`src/rtl/bounce_gen.sv`:
```
// bounce_gen: corrupts a clean level with pseudo-random toggles for a bounded
// window after each accepted change, mimicking a mechanical contact. Used to
// exercise debouncers. A Galois LFSR supplies the toggle pattern, so identical
// seed and stimulus always produce the same dout sequence.
module bounce_gen #(
  parameter int          BOUNCE_CYCLES = 16,
  parameter logic [15:0] LFSR_SEED     = 16'hACE1
) (
  input  logic       clk,
  input  logic       rst,
  input  logic       din,
  input  logic       enable,
  output logic       dout,
  output logic       busy,
  output logic [7:0] bounce_cnt
);

  localparam int          CW     = $clog2(BOUNCE_CYCLES + 1);
  // An all-zero Galois LFSR locks up, so a zero seed is replaced by 1.
  localparam logic [15:0] SEED   = (LFSR_SEED == 16'h0000) ? 16'h0001 : LFSR_SEED;
  // x^16 + x^14 + x^13 + x^11 + 1, right-shifting Galois form
  localparam logic [15:0] TAPS   = 16'hB400;
  localparam logic [CW-1:0] RELOAD = CW'(BOUNCE_CYCLES - 1);

  typedef enum logic {IDLE, BOUNCE} state_t;

  state_t        state;
  logic          din_q;
  logic          level;   // last settled value
  logic          target;  // value the current window settles to
  logic [CW-1:0] cnt;
  logic [15:0]   lfsr;
  logic [15:0]   lfsr_nxt;

  // Next LFSR state: shift right, fold taps in when the outgoing bit is 1.
  always_comb begin
    lfsr_nxt = {1'b0, lfsr[15:1]} ^ (lfsr[0] ? TAPS : 16'h0000);
  end

  // Input register, LFSR and the IDLE/BOUNCE machine with registered outputs.
  // Priority inside BOUNCE: disable > retrigger > countdown > settle.
  always_ff @(posedge clk) begin
    if (rst) begin
      state      <= IDLE;
      din_q      <= 1'b0;
      level      <= 1'b0;
      target     <= 1'b0;
      cnt        <= '0;
      lfsr       <= SEED;
      dout       <= 1'b0;
      busy       <= 1'b0;
      bounce_cnt <= 8'd0;
    end else begin
      din_q <= din;
      lfsr  <= lfsr_nxt;
      unique case (state)
        IDLE: begin
          if (!enable) begin
            level <= din_q;
            dout  <= din_q;
          end else if (din_q != level) begin
            state  <= BOUNCE;
            busy   <= 1'b1;
            target <= din_q;
            dout   <= din_q;
            cnt    <= RELOAD;
            if (bounce_cnt != 8'hFF) bounce_cnt <= bounce_cnt + 8'd1;
          end
        end
        BOUNCE: begin
          if (!enable) begin
            state <= IDLE;
            busy  <= 1'b0;
            dout  <= target;
            level <= target;
          end else if (din_q != target) begin
            target <= din_q;
            dout   <= din_q;
            cnt    <= RELOAD;
            if (bounce_cnt != 8'hFF) bounce_cnt <= bounce_cnt + 8'd1;
          end else if (cnt != '0) begin
            cnt  <= cnt - CW'(1);
            dout <= dout ^ lfsr[0];
          end else begin
            state <= IDLE;
            busy  <= 1'b0;
            dout  <= target;
            level <= target;
          end
        end
      endcase
    end
  end

endmodule

```
`config.mk`:
```
export PLATFORM = sky130hd
export DESIGN_NAME = bounce_gen
export DESIGN_NICKNAME = d
export VERILOG_FILES = /design/src/rtl/bounce_gen.sv
export SDC_FILE = /design/constraint.sdc
export NUM_CORES = 1
export LEC_CHECK = 0
export CAP_MARGIN = 0
export CORE_MARGIN = 5
export CORE_UTILIZATION = 40
export CTS_BUF_LIST = sky130_fd_sc_hd__clkbuf_4
export DETAILED_ROUTE_END_ITERATION = 16
export PLACE_DENSITY = 0.67
export SLEW_MARGIN = 15
export SYNTH_ARGS = -nofsm -noshare
export SYNTH_HDL_FRONTEND = slang
export SYNTH_SLANG_ARGS = --single-unit
```
`constraint.sdc`:
```
create_clock -name clk -period 1.95 [get_ports clk]
set_input_delay 0.2925 -clock clk [delete_from_list [all_inputs] [get_ports clk]]
set_output_delay 0.2925 -clock clk [all_outputs]
set_load 0.03 [all_outputs]
```
Word-level counts from Yosys, hierarchy flattened
Index checks and enable logic that the tools add are counted.
{"block": "word_totals", "regBits": 35, "in_bits": 4, "elab_cells": 71}
{"block": "classes", "add_sub_neg": 2, "eq_ne": 12, "mux": 40, "bitwise": 3, "n_reduce_logical": 5}
{"cell": "2-to-1 mux 8 bit", "count": 5}
{"cell": "2-to-1 mux 5 bit", "count": 5}
{"cell": "2-to-1 mux 1 bit", "count": 22}
{"cell": "2-to-1 mux 16 bit", "count": 1}
{"cell": "one-hot mux 8 bit (2 select lines)", "count": 1}
{"cell": "XOR 15 x 16 -> 16 bit", "count": 1}
{"cell": "AND reduction 4 bit", "count": 3}
{"cell": "one-hot mux 1 bit (2 select lines)", "count": 5}
{"cell": "one-hot mux 5 bit (2 select lines)", "count": 1}
{"cell": "!= test 3 bit (second input constant)", "count": 3}
{"cell": "adder 8 x 1 -> 8 bit (second input constant)", "count": 1}
{"cell": "!= test 2 bit (second input constant)", "count": 4}
{"cell": "!= test 8 bit (second input constant)", "count": 1}
{"cell": "nonzero test 5 bit", "count": 1}
{"cell": "subtractor 5 x 1 -> 5 bit (second input constant)", "count": 1}
{"cell": "!= test 3 x 1 -> 1 bit (second input constant)", "count": 1}
{"cell": "AND reduction 3 bit", "count": 1}
{"cell": "!= test 1 bit", "count": 2}
{"cell": "!= test 2 x 1 -> 1 bit (second input constant)", "count": 1}
{"cell": "inverter 1 bit", "count": 1}
{"cell": "XOR 1 bit", "count": 1}

Depth between registers and ports, before layout
Gate-level depths: netlist of run 1.
{"block": "logic_depth", "word_depth": 5, "mapped_depth": 7, "depth_no_buf": 6}

Least setup slack after synthesis of run 1
No wires, ideal clock.
{"block": "synth_path", "path_type": "register to register", "startpoint": "reg cnt[0]", "endpoint": "reg cnt[2]", "setup_time_ns": 0.074, "arrival_time_ns": 1.632, "required_ns": 1.876, "slack_ns": 0.244, "stages_incl_launch_ff": 8, "period_less_slack_ns": 1.706, "path_cell_list": "dfxtp_1 inv_1 ha_1 nor4b_2 and3_4 buf_6 or4_1 a31oi_1"}
{"block": "synth_between", "elab_chain_cells": 5, "word_cells_on_any_way": 8, "classes_between": "add/sub: 1; eq/ne: 1; mux: 4; reduce/logical: 2"}
{"item": "start: declaration", "line_no": "31", "source": "logic [CW-1:0] cnt;"}
{"item": "start signal: assignment", "line_no": "82", "source": "cnt <= cnt - CW'(1);"}
{"item": "subtractor 5 x 1 -> 5 bit", "line_no": "82"}
{"item": "2-to-1 mux 5 bit", "line_no": "81", "source": "end else if (cnt != '0) begin"}
{"item": "2-to-1 mux 5 bit", "line_no": "76", "source": "end else if (din_q != target) begin"}
{"item": "2-to-1 mux 5 bit", "line_no": "71", "source": "if (!enable) begin"}
{"item": "one-hot mux 5 bit (2 select lines)", "line_no": "56", "source": "unique case (state)"}
Several ways; a longest one is shown, not always the timed one. The select of a mux whose other input is x is not followed.
A chain may end at the register's enable or synchronous reset.

Worst setup path after layout of run 1
{"block": "layout_path", "startpoint": "reg cnt[0]", "endpoint": "reg level"}
{"block": "layout_between", "elab_chain_cells": 3}
{"item": "nonzero test 5 bit", "line_no": "81"}
{"item": "!= test 3 bit (no source line)"}
{"item": "AND reduction 3 bit (no source line)"}
{"item": "end signal: assignment", "line_no": "59", "source": "level <= din_q;"}
{"item": "end signal: assignment", "line_no": "75", "source": "level <= target;"}
{"item": "end signal: assignment", "line_no": "88", "source": "level <= target;"}
{"item": "end: declaration", "line_no": "29", "source": "logic level;"}
No other way between the ends.

==> flow_summary.html, run 1 <==
<table>
<tr><th>Metric</th><th>Value</th></tr>
<tr><th colspan="2">Run status</th></tr>
<tr><td>Result of the run</td><td>finished, final reports clean</td></tr>
<tr><th colspan="2">Clocking</th></tr>
<tr><td>Number of buffers inserted by hold repair at cts</td><td>0</td></tr>
<tr><td>Clock sink count</td><td>35</td></tr>
<tr><td>Num CTS Buffers</td><td>5</td></tr>
<tr><td>Buffer levels on the longest clock path</td><td>2</td></tr>
<tr><td>Deepest level of the CTS H-tree</td><td>2</td></tr>
<tr><td>TritonCTS clock tree</td><td>yes</td></tr>
<tr><td>Post-CTS repair timing setup buffer count</td><td>0</td></tr>
<tr><td>Clock latency reported for the late side of the worst-skew pair</td><td>330 ps</td></tr>
<tr><td>Count of instances resized after the clock tree is built</td><td>0</td></tr>
<tr><td>Reg clk slew, reported paths</td><td>100 ps</td></tr>
<tr><td>Root buffer cell</td><td>clkbuf_4</td></tr>
<tr><th colspan="2">Floorplanning</th></tr>
<tr><td>Core outline area</td><td>3690 µm²</td></tr>
<tr><td>Number of placement rows</td><td>22</td></tr>
<tr><td>Initial standard-cell utilization of the core</td><td>41.9%</td></tr>
<tr><td>Die area</td><td>5200 µm²</td></tr>
<tr><td>Number of primary I/O pins</td><td>14</td></tr>
<tr><td>DIE HEIGHT</td><td>72.1 µm</td></tr>
<tr><td>Chip Width</td><td>72.1 µm</td></tr>
<tr><th colspan="2">Power</th></tr>
<tr><td>Part of the total power dissipated in the clock network</td><td>27.8%</td></tr>
<tr><td>Power per standard cell area</td><td>790 nW/µm²</td></tr>
<tr><td>Overall power of the completed layout</td><td>1.41 mW</td></tr>
<tr><td>Maximum vdd drop</td><td>0.000438 V</td></tr>
<tr><td>Seq pwr share</td><td>56.2%</td></tr>
<tr><td>Switching Share</td><td>27.8%</td></tr>
<tr><td>Leakage</td><td>0.647 nW</td></tr>
<tr><td>Cell internal power dissipation</td><td>1.02 mW</td></tr>
<tr><td>Combinational Power Share</td><td>16.0%</td></tr>
<tr><td>Net Sw Power</td><td>0.392 mW</td></tr>
<tr><th colspan="2">GRT</th></tr>
<tr><td>Aggregate global-route resource usage</td><td>12.4%</td></tr>
<tr><td>First-pass GRT wire length</td><td>5090 µm</td></tr>
<tr><td>Largest net degree at the start of global routing</td><td>16</td></tr>
<tr><td>Total gr overflow</td><td>0</td></tr>
<tr><td>Number of global-route vias before repair</td><td>1147</td></tr>
<tr><td>Number of antenna violations at the first check in global routing</td><td>0</td></tr>
<tr><td>Met2 Use GR</td><td>18.9%</td></tr>
<tr><td>Busiest layer in global routing</td><td>met2</td></tr>
<tr><td>Met3 Resource Use GR</td><td>4.16%</td></tr>
<tr><td>Met1 routing resource usage after global routing</td><td>15.6%</td></tr>
<tr><th colspan="2">Synth</th></tr>
<tr><td>Synth async-reset ratio</td><td>0%</td></tr>
<tr><td>Flops &amp; latches, synth</td><td>35</td></tr>
<tr><td>Number of warnings printed during yosys synthesis</td><td>0</td></tr>
<tr><td>Dominant cell type by area after synthesis</td><td>dfxtp_1</td></tr>
<tr><td>Sequential element share of the synthesized area</td><td>45.4%</td></tr>
<tr><td>Top_reg_cell synth</td><td>dfxtp_1</td></tr>
<tr><td>Post-synthesis mux area share</td><td>2.76%</td></tr>
<tr><td>Synthesized netlist cell count</td><td>164</td></tr>
<tr><td>Area fraction in and, or, nand and nor cells after synthesis</td><td>22.6%</td></tr>
<tr><td>Post-synthesis xor/xnor area fraction</td><td>3.89%</td></tr>
<tr><td>Cell area after synthesis</td><td>1540 µm²</td></tr>
<tr><td>Avg Synthesized Cell Area</td><td>9.41 µm²</td></tr>
<tr><td>Combinational family with the most area after synthesis</td><td>simple AND/OR/NAND/NOR gates</td></tr>
<tr><td>Post-synth net total</td><td>170</td></tr>
<tr><td>Biggest area contributors in the synthesized netlist</td><td>dfxtp_1, a21oi_1, nor2b_1, or2_1, nand3_1</td></tr>
<tr><td>Post-synth EDFFs</td><td>0</td></tr>
<tr><td>Synthesized-area fraction occupied by ao, oa, aoi and oai cells</td><td>17.8%</td></tr>
<tr><td>Top-area cell type share of the netlist area</td><td>45.4%</td></tr>
<tr><td>Area share of fa/ha/maj cells after synthesis</td><td>1.62%</td></tr>
<tr><td>Number of different library cells in the post-synthesis netlist</td><td>45</td></tr>
<tr><th colspan="2">Cells and area</th></tr>
<tr><td>Commonest cells after routing, fill and taps aside</td><td>dfxtp_1, a21oi_1, clkdlybuf4s50_1</td></tr>
<tr><td>Ant. Diodes</td><td>0</td></tr>
<tr><td>Final non-filler cell total</td><td>232</td></tr>
<tr><td>Util after Layout</td><td>48.5%</td></tr>
<tr><td>Summed area of non-filler cells in the final layout</td><td>1790 µm²</td></tr>
<tr><td>Most frequent standard cell in the layout excluding fill and tap cells</td><td>dfxtp_1</td></tr>
<tr><td>Filler Cell Count</td><td>374</td></tr>
<tr><td>Area growth from synthesis to final layout</td><td>16.0%</td></tr>
<tr><td>Layout cells sized above 1</td><td>11.4%</td></tr>
<tr><td># nets final</td><td>189</td></tr>
<tr><th colspan="2">Detailed routing</th></tr>
<tr><td>Mean number of vias per cell</td><td>5.31</td></tr>
<tr><td>Count of unresolved DRC violations after routing</td><td>0</td></tr>
<tr><td>Final WL</td><td>3050 µm</td></tr>
<tr><td>First-pass detailed-route iteration total</td><td>4</td></tr>
<tr><td>Post-detailed-route wirelength per cell</td><td>13.1 µm</td></tr>
<tr><td>Residual antenna-violating net count after detailed routing</td><td>0</td></tr>
<tr><td>Number of vias in the routed layout</td><td>1232</td></tr>
<tr><td>Violation count after the first detailed-routing iteration</td><td>183</td></tr>
<tr><th colspan="2">Critical path</th></tr>
<tr><td>Worst reg2reg path startpoint</td><td>cnt[0]</td></tr>
<tr><td>Critical path startpoint category</td><td>flip-flop</td></tr>
<tr><td>Required time reported for the critical path endpoint</td><td>2160 ps</td></tr>
<tr><td>Start-to-end type of the worst setup path</td><td>flip-flop to flip-flop</td></tr>
<tr><td>Timing startpoint of the critical path</td><td>cnt[0]</td></tr>
<tr><td>Critical path endpoint category</td><td>flip-flop</td></tr>
<tr><td>Maximum fanout count along the critical path</td><td>4</td></tr>
<tr><td>Arr. time, crit path</td><td>2030 ps</td></tr>
<tr><th colspan="2">Place</th></tr>
<tr><td>Gpl congestion</td><td>0.863</td></tr>
<tr><td>Detail Placement HPWL</td><td>2150 µm</td></tr>
<tr><td>Input/output buffers</td><td>13</td></tr>
<tr><td>Cell Area, Placed</td><td>1730 µm²</td></tr>
<tr><td>Number of placed cells counting well taps</td><td>224</td></tr>
<tr><th colspan="2">Timing</th></tr>
<tr><td>Setup repair after global routing missed its margin</td><td>false</td></tr>
<tr><td>Fin Setup TNS</td><td>0 ps</td></tr>
<tr><td>Worst Skew</td><td>3.25 ps</td></tr>
<tr><td>Fin. Hold Viols</td><td>0</td></tr>
<tr><td>Final Max Slew Viols</td><td>0</td></tr>
<tr><td>Least-Margin Pin Slew</td><td>494 ps</td></tr>
<tr><td>Fraction of the cycle the final worst path needs</td><td>93.0%</td></tr>
<tr><td>Achievable clock frequency</td><td>552 MHz</td></tr>
<tr><td>Final setup violation count</td><td>0</td></tr>
<tr><td>Post-layout min period</td><td>1810 ps</td></tr>
<tr><td>Relative slew slack</td><td>66.8%</td></tr>
<tr><th colspan="2">Flow run</th></tr>
<tr><td>Max-cap violations</td><td>0</td></tr>
<tr><th colspan="2">Min path</th></tr>
<tr><td>Worst hold path class</td><td>flip-flop to flip-flop</td></tr>
<tr><td>Worst hold start</td><td>lfsr[12]</td></tr>
</table>
==> final timing paths <==
kind | endpoint | slack [ps] | cells past startpoint
setup reg to reg | level | 140 | 6
hold / removal | lfsr[11] | 410 | 1
hold reg to reg | lfsr[11] | 410 | 1
setup / recovery | level | 140 | 6
==> kinds of logic after synthesis <==
logic type,Yosys count
flops,35
compound gates,43
buf+inv,17
simple gates,57
fa+ha+maj,2
xor+xnor,6
mux,4
==> synth_stat cells, types with 2 or more instances <==
| library cell | count |
|---|---|
| clkbuf_1 | 4 |
| a21oi_1 | 16 |
| xnor2_1 | 4 |
| ha_1 | 2 |
| o31ai_1 | 4 |
| nand2_1 | 5 |
| o21ai_0 | 5 |
| or3_1 | 4 |
| nor2_1 | 3 |
| or4_1 | 4 |
| o41ai_1 | 2 |
| inv_1 | 8 |
| nor3_1 | 7 |
| o21ai_1 | 3 |
| a31oi_1 | 2 |
| mux2i_1 | 2 |
| o22ai_1 | 2 |
| nor2b_1 | 12 |
| nand3_1 | 7 |
| or2_1 | 6 |
| buf_6 | 3 |
| nand3b_1 | 2 |
| dfxtp_1 | 35 |
==> layer usage <==
layer	share of wire, %	vias up
li1	-	627
met2	46	19
met4	1.9	0
met3	3.4	7
met5	0	-
met1	48	579
==> sequential cells by signal, indices dropped and copies added, names as in the netlist <==
signal	flops
busy	1
dout	1
level	1
target	1
lfsr	16
state	1
cnt	5
din_q	1
bounce_cnt	8
==> critical path, stage by stage, from the launching register on <==
cell       delay, ps
dfxtp_1          350
inv_1             70
ha_1             180
or4b_1           470
a21oi_1          160
o22ai_1           90
a2111oi_1        370
==> power by group through the flow <==
stage | clock (mW) | sequential, mW | combinational, mW
after global routing | 0.442 | 0.803 | 0.246
after detailed placement | 0 | 0.811 | 0.224
after global placement | 0 | 0.808 | 0.219
final | 0.394 | 0.795 | 0.226
after floorplan | 0 | 0.813 | 0.159
after CTS | 0.405 | 0.795 | 0.226
==> through the flow <==
| step | setup slack, ps | hold WS [ps] |
|---|---|---|
| floorplan | 244 | 383 |
| global placement | 60.2 | 388 |
| detailed placement | -11.1 | 387 |
| CTS | 119 | 414 |
| global route | 31.8 | 446 |
| finish | 137 | 411 |
==> cell type report <==
type	count	area [µm²]	area share [%]
Clock inverter	2	12.5	0.699
Inverter	8	30.0	1.68
Clock buffer	6	45.0	2.52
Timing Repair Buffer	21	190	10.6
Tap cell	48	60.1	3.35
Sequential cell	35	701	39.1
Multi-Input combinational cell	112	752	42.0
Note: power is estimated with default switching activity, not from simulation.
==> inputs of run 2 (changes only) <==
--- a/config.mk
+++ b/config.mk
@@ -5,12 +5,12 @@
 export SDC_FILE = /design/constraint.sdc
 export NUM_CORES = 1
 export LEC_CHECK = 0
-export CAP_MARGIN = 0
+export CAP_MARGIN = 10
 export CORE_MARGIN = 5
 export CORE_UTILIZATION = 40
 export CTS_BUF_LIST = sky130_fd_sc_hd__clkbuf_4
 export DETAILED_ROUTE_END_ITERATION = 16
-export PLACE_DENSITY = 0.67
+export PLACE_DENSITY = 0.69
 export SLEW_MARGIN = 15
 export SYNTH_ARGS = -nofsm -noshare
 export SYNTH_HDL_FRONTEND = slang
==> run 2 against run 1 <==
Compared with the run above:
- combinational power rose by 2%
- power is 0.72% lower
- clock-buffer cell count shrank 1
- global-route usage is 0.49 points higher
- final area hardly changed
- largest cell class unchanged
- critical path type is now flip-flop to output port
- clock power decreased by 4%
- clock skew up 3.1 ps
==> flow_summary.html, run 2 (synthesis gave the netlist of run 1 again) <==
<table>
<tr><th>Metric</th><th>Value</th></tr>
<tr><th colspan="2">Place</th></tr>
<tr><td>Setup slack after placement</td><td>-12.2 ps (was -11.1 ps)</td></tr>
<tr><td>Gpl congestion</td><td>0.827 (was 0.863)</td></tr>
<tr><td>Detail Placement HPWL</td><td>2190 µm (was 2150 µm)</td></tr>
<tr><td>Input/output buffers</td><td>13 (unchanged)</td></tr>
<tr><th colspan="2">Detailed routing</th></tr>
<tr><td>First-pass detailed-route iteration total</td><td>4 (unchanged)</td></tr>
<tr><td>Post-detailed-route wirelength per cell</td><td>13.2 µm (was 13.1 µm)</td></tr>
<tr><td>Count of unresolved DRC violations after routing</td><td>0 (unchanged)</td></tr>
<tr><td>Final WL</td><td>3050 µm (about the same)</td></tr>
<tr><td>Violation count after the first detailed-routing iteration</td><td>141 (was 183)</td></tr>
<tr><td>Mean number of vias per cell</td><td>5.40 (was 5.31)</td></tr>
<tr><td>Residual antenna-violating net count after detailed routing</td><td>0 (unchanged)</td></tr>
<tr><td>Number of vias in the routed layout</td><td>1253 (was 1232)</td></tr>
<tr><th colspan="2">Clocking</th></tr>
<tr><td>Num CTS Buffers</td><td>5 (unchanged)</td></tr>
<tr><td>Deepest level of the CTS H-tree</td><td>2 (unchanged)</td></tr>
<tr><td>Root buffer cell</td><td>clkbuf_4 (unchanged)</td></tr>
<tr><td>Number of buffers inserted by hold repair at cts</td><td>0 (unchanged)</td></tr>
<tr><td>Post-CTS repair timing setup buffer count</td><td>0 (unchanged)</td></tr>
<tr><td>Count of instances resized after the clock tree is built</td><td>0 (unchanged)</td></tr>
<tr><td>Reg clk slew, reported paths</td><td>100 ps (about the same)</td></tr>
<tr><td>Clock latency reported for the late side of the worst-skew pair</td><td>340 ps (was 330 ps)</td></tr>
<tr><td>Buffer levels on the longest clock path</td><td>2 (unchanged)</td></tr>
<tr><td>Clock sink count</td><td>35 (unchanged)</td></tr>
<tr><td>TritonCTS clock tree</td><td>yes (unchanged)</td></tr>
<tr><th colspan="2">Cells and area</th></tr>
<tr><td>Commonest cells after routing, fill and taps aside</td><td>dfxtp_1, a21oi_1, clkdlybuf4s50_1 (unchanged)</td></tr>
<tr><td>Top register by number of flip-flops</td><td>lfsr (unchanged)</td></tr>
<tr><td>Area growth from synthesis to final layout</td><td>16.0% (about the same)</td></tr>
<tr><td>Ant. Diodes</td><td>0 (unchanged)</td></tr>
<tr><td>Combined flip-flop and latch cell area</td><td>702 µm² (was 701 µm²)</td></tr>
<tr><td>Most frequent standard cell in the layout excluding fill and tap cells</td><td>dfxtp_1 (unchanged)</td></tr>
<tr><td>Filler Cell Count</td><td>359 (was 374)</td></tr>
<tr><td># nets final</td><td>189 (unchanged)</td></tr>
<tr><td>Layout cells sized above 1</td><td>11.4% (unchanged)</td></tr>
<tr><td>Combined area of the multi-input logic cells</td><td>757 µm² (was 752 µm²)</td></tr>
<tr><td>Largest register FFs</td><td>16 (unchanged)</td></tr>
<tr><td>Registers with the highest flip-flop counts</td><td>lfsr (16), bounce_cnt (8), cnt (5) (unchanged)</td></tr>
<tr><th colspan="2">Min path</th></tr>
<tr><td>Worst hold path class</td><td>flip-flop to flip-flop (unchanged)</td></tr>
<tr><th colspan="2">Power</th></tr>
<tr><td>Net Sw Power</td><td>0.402 mW (was 0.392 mW)</td></tr>
<tr><td>Part of the total power dissipated in the clock network</td><td>27.0% (was 27.8%)</td></tr>
<tr><td>Switching Share</td><td>28.6% (was 27.8%)</td></tr>
<tr><td>Seq pwr share</td><td>56.6% (was 56.2%)</td></tr>
<tr><td>Cell internal power dissipation</td><td>1.00 mW (was 1.02 mW)</td></tr>
<tr><td>Maximum vdd drop</td><td>0.000480 V (was 0.000438 V)</td></tr>
<tr><td>Combinational Power Share</td><td>16.4% (was 16.0%)</td></tr>
<tr><td>Leakage</td><td>0.642 nW (was 0.647 nW)</td></tr>
<tr><td>Overall power of the completed layout</td><td>1.40 mW (was 1.41 mW)</td></tr>
<tr><td>Power per standard cell area</td><td>784 nW/µm² (was 790 nW/µm²)</td></tr>
<tr><th colspan="2">Floorplanning</th></tr>
<tr><td>DIE HEIGHT</td><td>72.1 µm (unchanged)</td></tr>
<tr><td>Initial standard-cell utilization of the core</td><td>41.9% (unchanged)</td></tr>
<tr><td>Number of primary I/O pins</td><td>14 (unchanged)</td></tr>
<tr><td>Core outline area</td><td>3690 µm² (unchanged)</td></tr>
<tr><td>Die area</td><td>5200 µm² (unchanged)</td></tr>
<tr><td>Number of placement rows</td><td>22 (unchanged)</td></tr>
<tr><td>Chip Width</td><td>72.1 µm (unchanged)</td></tr>
<tr><th colspan="2">Timing</th></tr>
<tr><td>Setup repair after global routing missed its margin</td><td>false (unchanged)</td></tr>
<tr><td>Fin. Hold Viols</td><td>0 (unchanged)</td></tr>
<tr><td>Fraction of the cycle the final worst path needs</td><td>92.7% (was 93.0%)</td></tr>
<tr><td>Achievable clock frequency</td><td>553 MHz (was 552 MHz)</td></tr>
<tr><td>Worst Skew</td><td>6.40 ps (was 3.25 ps)</td></tr>
<tr><td>Final worst slack</td><td>142 ps (was 137 ps)</td></tr>
<tr><td>Final setup violation count</td><td>0 (unchanged)</td></tr>
<tr><td>Relative slew slack</td><td>71.0% (was 66.8%)</td></tr>
<tr><td>Post-layout min period</td><td>1810 ps (about the same)</td></tr>
<tr><td>Least-Margin Pin Slew</td><td>431 ps (was 494 ps)</td></tr>
<tr><td>Final Max Slew Viols</td><td>0 (unchanged)</td></tr>
<tr><th colspan="2">Critical path</th></tr>
<tr><td>Sum of buffers and inverters on the critical path</td><td>1 (unchanged)</td></tr>
<tr><td>List of cells traversed by the critical path</td><td>clkdlybuf4s50_1 (was inv_1, ha_1, or4b_1, a21oi_1, o22ai_1, a2111oi_1)</td></tr>
<tr><td>Family of cells with the greatest summed delay on the critical path</td><td>buffers and inverters (was compound AO/OA/AOI/OAI gates)</td></tr>
<tr><td>Maximum fanout count along the critical path</td><td>7 (was 4)</td></tr>
<tr><td>Arr. time, crit path</td><td>1520 ps (was 2030 ps)</td></tr>
<tr><td>Slowest Stage Delay on Critical Path</td><td>720 ps (was 470 ps)</td></tr>
<tr><td>Start-to-end type of the worst setup path</td><td>flip-flop to output port (was flip-flop to flip-flop)</td></tr>
<tr><td>Required time reported for the critical path endpoint</td><td>1660 ps (was 2160 ps)</td></tr>
<tr><td>Critical path endpoint category</td><td>output port (was flip-flop)</td></tr>
<tr><td>Critical path startpoint category</td><td>flip-flop (unchanged)</td></tr>
<tr><td>R2R Setup Slk</td><td>160 ps (was 140 ps)</td></tr>
<tr><td>Cell with the biggest individual delay on the critical path</td><td>clkdlybuf4s50_1 (was or4b_1)</td></tr>
<tr><th colspan="2">GRT</th></tr>
<tr><td>Number of antenna violations at the first check in global routing</td><td>0 (unchanged)</td></tr>
<tr><td>Largest net degree at the start of global routing</td><td>16 (unchanged)</td></tr>
<tr><td>Number of global-route vias before repair</td><td>1159 (was 1147)</td></tr>
<tr><td>Total gr overflow</td><td>0 (unchanged)</td></tr>
<tr><td>First-pass GRT wire length</td><td>5290 µm (was 5090 µm)</td></tr>
<tr><td>Aggregate global-route resource usage</td><td>12.9% (was 12.4%)</td></tr>
<tr><th colspan="2">Run status</th></tr>
<tr><td>Result of the run</td><td>finished, final reports clean (unchanged)</td></tr>
<tr><th colspan="2">Flow run</th></tr>
<tr><td>Max-cap violations</td><td>0 (unchanged)</td></tr>
</table>
==> run 2: final cells by class <==
cell class                 count  area share (%)
clock inverter                 3           0.838
sequential                    35            39.2
multi-input combinational    112            42.2
inverter                       8            1.68
timing repair buffer          21            10.6
clock buffer                   5            2.09
tap                           48            3.35
==> run 2: power groups by stage <==
| stage | Combinational (mW) | Sequential, mW | Clock, mW |
|---|---|---|---|
| final | 0.230 | 0.795 | 0.379 |
| after global routing | 0.257 | 0.803 | 0.420 |
| after CTS | 0.227 | 0.795 | 0.389 |
| after detailed placement | 0.226 | 0.812 | 0 |
| after global placement | 0.218 | 0.809 | 0 |
| after floorplan | 0.159 | 0.813 | 0 |
==> run 2: per-layer routing <==
metal | track usage (%) | part of all wire [%]
met2 | 19.9 | 47
met3 | 4.43 | 5.8
met4 | 5.64 | 1.6
met1 | 16.2 | 46
met5 | 0 | 0
==> run 2: final timing paths <==
check | endpoint | start | depth (start not counted)
max | bounce_cnt[7] | bounce_cnt[7] | 1
min | lfsr[5] | lfsr[6] | 1
max reg2reg | cnt[2] | cnt[0] | 6
min reg2reg | lfsr[5] | lfsr[6] | 1
==> run 2: through the flow <==
step | util [%] | area [µm²] | TNS [ps] | std cells | hold slack [ps]
after global placement | 47.0 | 1730 | 0 | 224 | 390
final | 48.6 | 1790 | 0 | 232 | 416
after floorplan | - | 1540 | 0 | 164 | 383
after global routing | 48.6 | 1790 | 0 | 232 | 447
after detailed placement | 47.0 | 1730 | -12.2 | 224 | 392
after CTS | 48.4 | 1790 | 0 | 232 | 420
==> edit, RTL diff (settings of run 1) <==
Set the parameter `BOUNCE_CYCLES` to 32 (it was 16).
--- a/src/rtl/bounce_gen.sv
+++ b/src/rtl/bounce_gen.sv
@@ -3,7 +3,7 @@
 // exercise debouncers. A Galois LFSR supplies the toggle pattern, so identical
 // seed and stimulus always produce the same dout sequence.
 module bounce_gen #(
-  parameter int          BOUNCE_CYCLES = 16,
+  parameter int          BOUNCE_CYCLES = 32,
   parameter logic [15:0] LFSR_SEED     = 16'hACE1
 ) (
   input  logic       clk,
Behaviour: same outputs for any inputs over 10 cycles, from zero or initial values and one cycle with rst high; that may be too few to reach the edited logic, so the function may still have changed.
==> edit against run 1 <==
- count of clock-buffer cells in the layout down 1
- register-to-register slack better by 0.02 ns
- worst setup slack better by 0.0067 ns
- die area up 5.6%
- final area up 8.2%
- sequential cell count up 1
- wire length up 1.3%
- highest routed layer unchanged
- via count up 4.0%
- largest cell class unchanged
- power up 16%
- clock power up 38%
- first-iteration DRC count down 59%
- area after synthesis up 6.5%
==> edit: results (changes against run 1) <==
P_leak 0.708 nW (+9.4%); vias per inst 5.12 (-3.5%); Top Family by Delay on Critical Path buffers and inverters; placed cell count 242 (+8.0%); CTS clk-pin slew, worst paths 0.12 ns (+0.02 ns); status completed; TritonCTS buffer count 5 (unchanged); vias in the first global route 1166 (+1.7%); DR pass1 iterations 5 (+1); slowest stage delay, CP 0.71 ns (+0.24 ns); Critical Path Slowest Stage Cell clkdlybuf4s50_1; fin nets 206 (+9.0%); mapped cell area 0.00164 mm^2 (+6.5%); reg2reg start state$_SDFF_PP0_; RR Endpoint bounce_cnt[3]$_SDFFE_PP0P_; share of layout cells above drive strength 1 17.0% (+5.6 points); htree depth 2 (unchanged); Worst-Margin Slew 0.363 ns (-0.131 ns); CP startpoint bounce_cnt[0]$_SDFFE_PP0P_; GRT Util Overall 12.7% (+0.31 points); via count 1281 (+4.0%); end of the critical path bounce_cnt[0]; Syn Inst Count 178 (+8.5%); top cells by count, synth 36 x dfxtp_1, 14 x a21oi_1, 10 x nor2b_1; Worst VDD drop 0.465 mV (+6.2%); r2r worst-path depth 4 (-2); first-iteration detailed-routing DRC count 75 (-59%); FILL cells 405 (+8.3%); largest net degree at the start of global routing 37 (+21); Fmax 554 MHz (+0.37%); Clk Latency, worst-skew pair 0.36 ns (+0.03 ns); largest cells by area after synthesis dfxtp_1 44%, a21oi_1 4.3%, nor2b_1 3.8%; WL final 3.08 mm (+1.3%); final RePlAce weighted congestion 0.775 (-10%); register area share after synthesis 43.8% (-1.5 points); CP arrival 1.51 ns (-0.52 ns); Top Registers lfsr x16, bounce_cnt x8, cnt x6; first-pass GRT wire length 5.33 mm (+4.6%); worst clock skew 0.0139 ns (+0.0106 ns); net count after synthesis 185 (+8.8%); r2r setup slk 0.16 ns (+0.02 ns); Placed Area 0.00186 mm^2 (+7.1%); HP Class reg2reg; crit path max fanout 6 (+2); placed wire-length estimate 2.07 mm (-3.7%)
[edit: changes by cell type in the layout (fill, tap and decap cells not counted), sizes merged, moves of 2 or more]
cell / delta
a211oi: +4
nand3: -2
a311oi: +2
a21oi: -2
nor2: +5
o41ai: -2
nor4: +2
buf: +5
nor2b: -2
nand2b: +5
[edit: per-layer routing]
layer	GRT usage, %	routed length [um]	vias up	part of all wire, %
met4	7.85	78	0	2.5
met2	18.9	1250	21	40
met3	3.24	151	8	4.9
li1	-	-	680	-
met5	0	0	-	0
met1	16.5	1610	572	52
[edit: worst min-delay path by stage]
| stage | start | end | slack (ns) | cells past startpoint |
|---|---|---|---|---|
| after global placement | lfsr[6]$_SDFF_PP1_ | lfsr[5]$_SDFF_PP1_ | 0.39 | 1 |
| after CTS | lfsr[8]$_SDFF_PP0_ | lfsr[7]$_SDFF_PP1_ | 0.42 | 1 |
| after floorplan | lfsr[1]$_SDFF_PP0_ | lfsr[0]$_SDFF_PP1_ | 0.39 | 1 |
| after global routing | lfsr[12]$_SDFF_PP0_ | lfsr[11]$_SDFF_PP1_ | 0.44 | 1 |
| after detailed placement | lfsr[6]$_SDFF_PP1_ | lfsr[5]$_SDFF_PP1_ | 0.39 | 1 |
| final | lfsr[8]$_SDFF_PP0_ | lfsr[7]$_SDFF_PP1_ | 0.42 | 1 |
[edit: stage by stage]
| stage | power, W | setup TNS [ns] |
|---|---|---|
| after detailed placement | 0.00111 | -0.0127 |
| after floorplan | 0.00104 | 0 |
| after CTS | 0.00166 | 0 |
| final | 0.00164 | 0 |
| after global routing | 0.00173 | 0 |
| after global placement | 0.00111 | 0 |
[edit: what timing repair did]
action	CTS	global route
setup endpoints to repair	0	1
gates resized for setup	0	1
hold buffers	0	0
[edit: cell type report]
class | instances | area, um^2 | area share [%]
repair buffers | 26 | 240 | 12.4
inverters | 8 | 30.0 | 1.55
clock inverters | 3 | 42.5 | 2.19
well taps | 50 | 62.6 | 3.23
flip-flops and latches | 36 | 722 | 37.2
clock buffers | 5 | 37.5 | 1.94
multi-input cells | 122 | 803 | 41.4
[edit: report_power, final]
group	internal, W	switching (W)
clock network	0.000267	0.000276
logic	0.000136	0.000135
registers	0.000785	0.0000417
[edit: cells by family after synthesis]
group | count (synthesis) | share of synthesized area [%]
compound gates | 43 | 17.4
xor+xnor | 6 | 3.65
fa+ha+maj | 3 | 2.28
buf+inv | 20 | 7.31
flops | 36 | 43.8
mux | 3 | 2.13
simple gates | 67 | 23.4
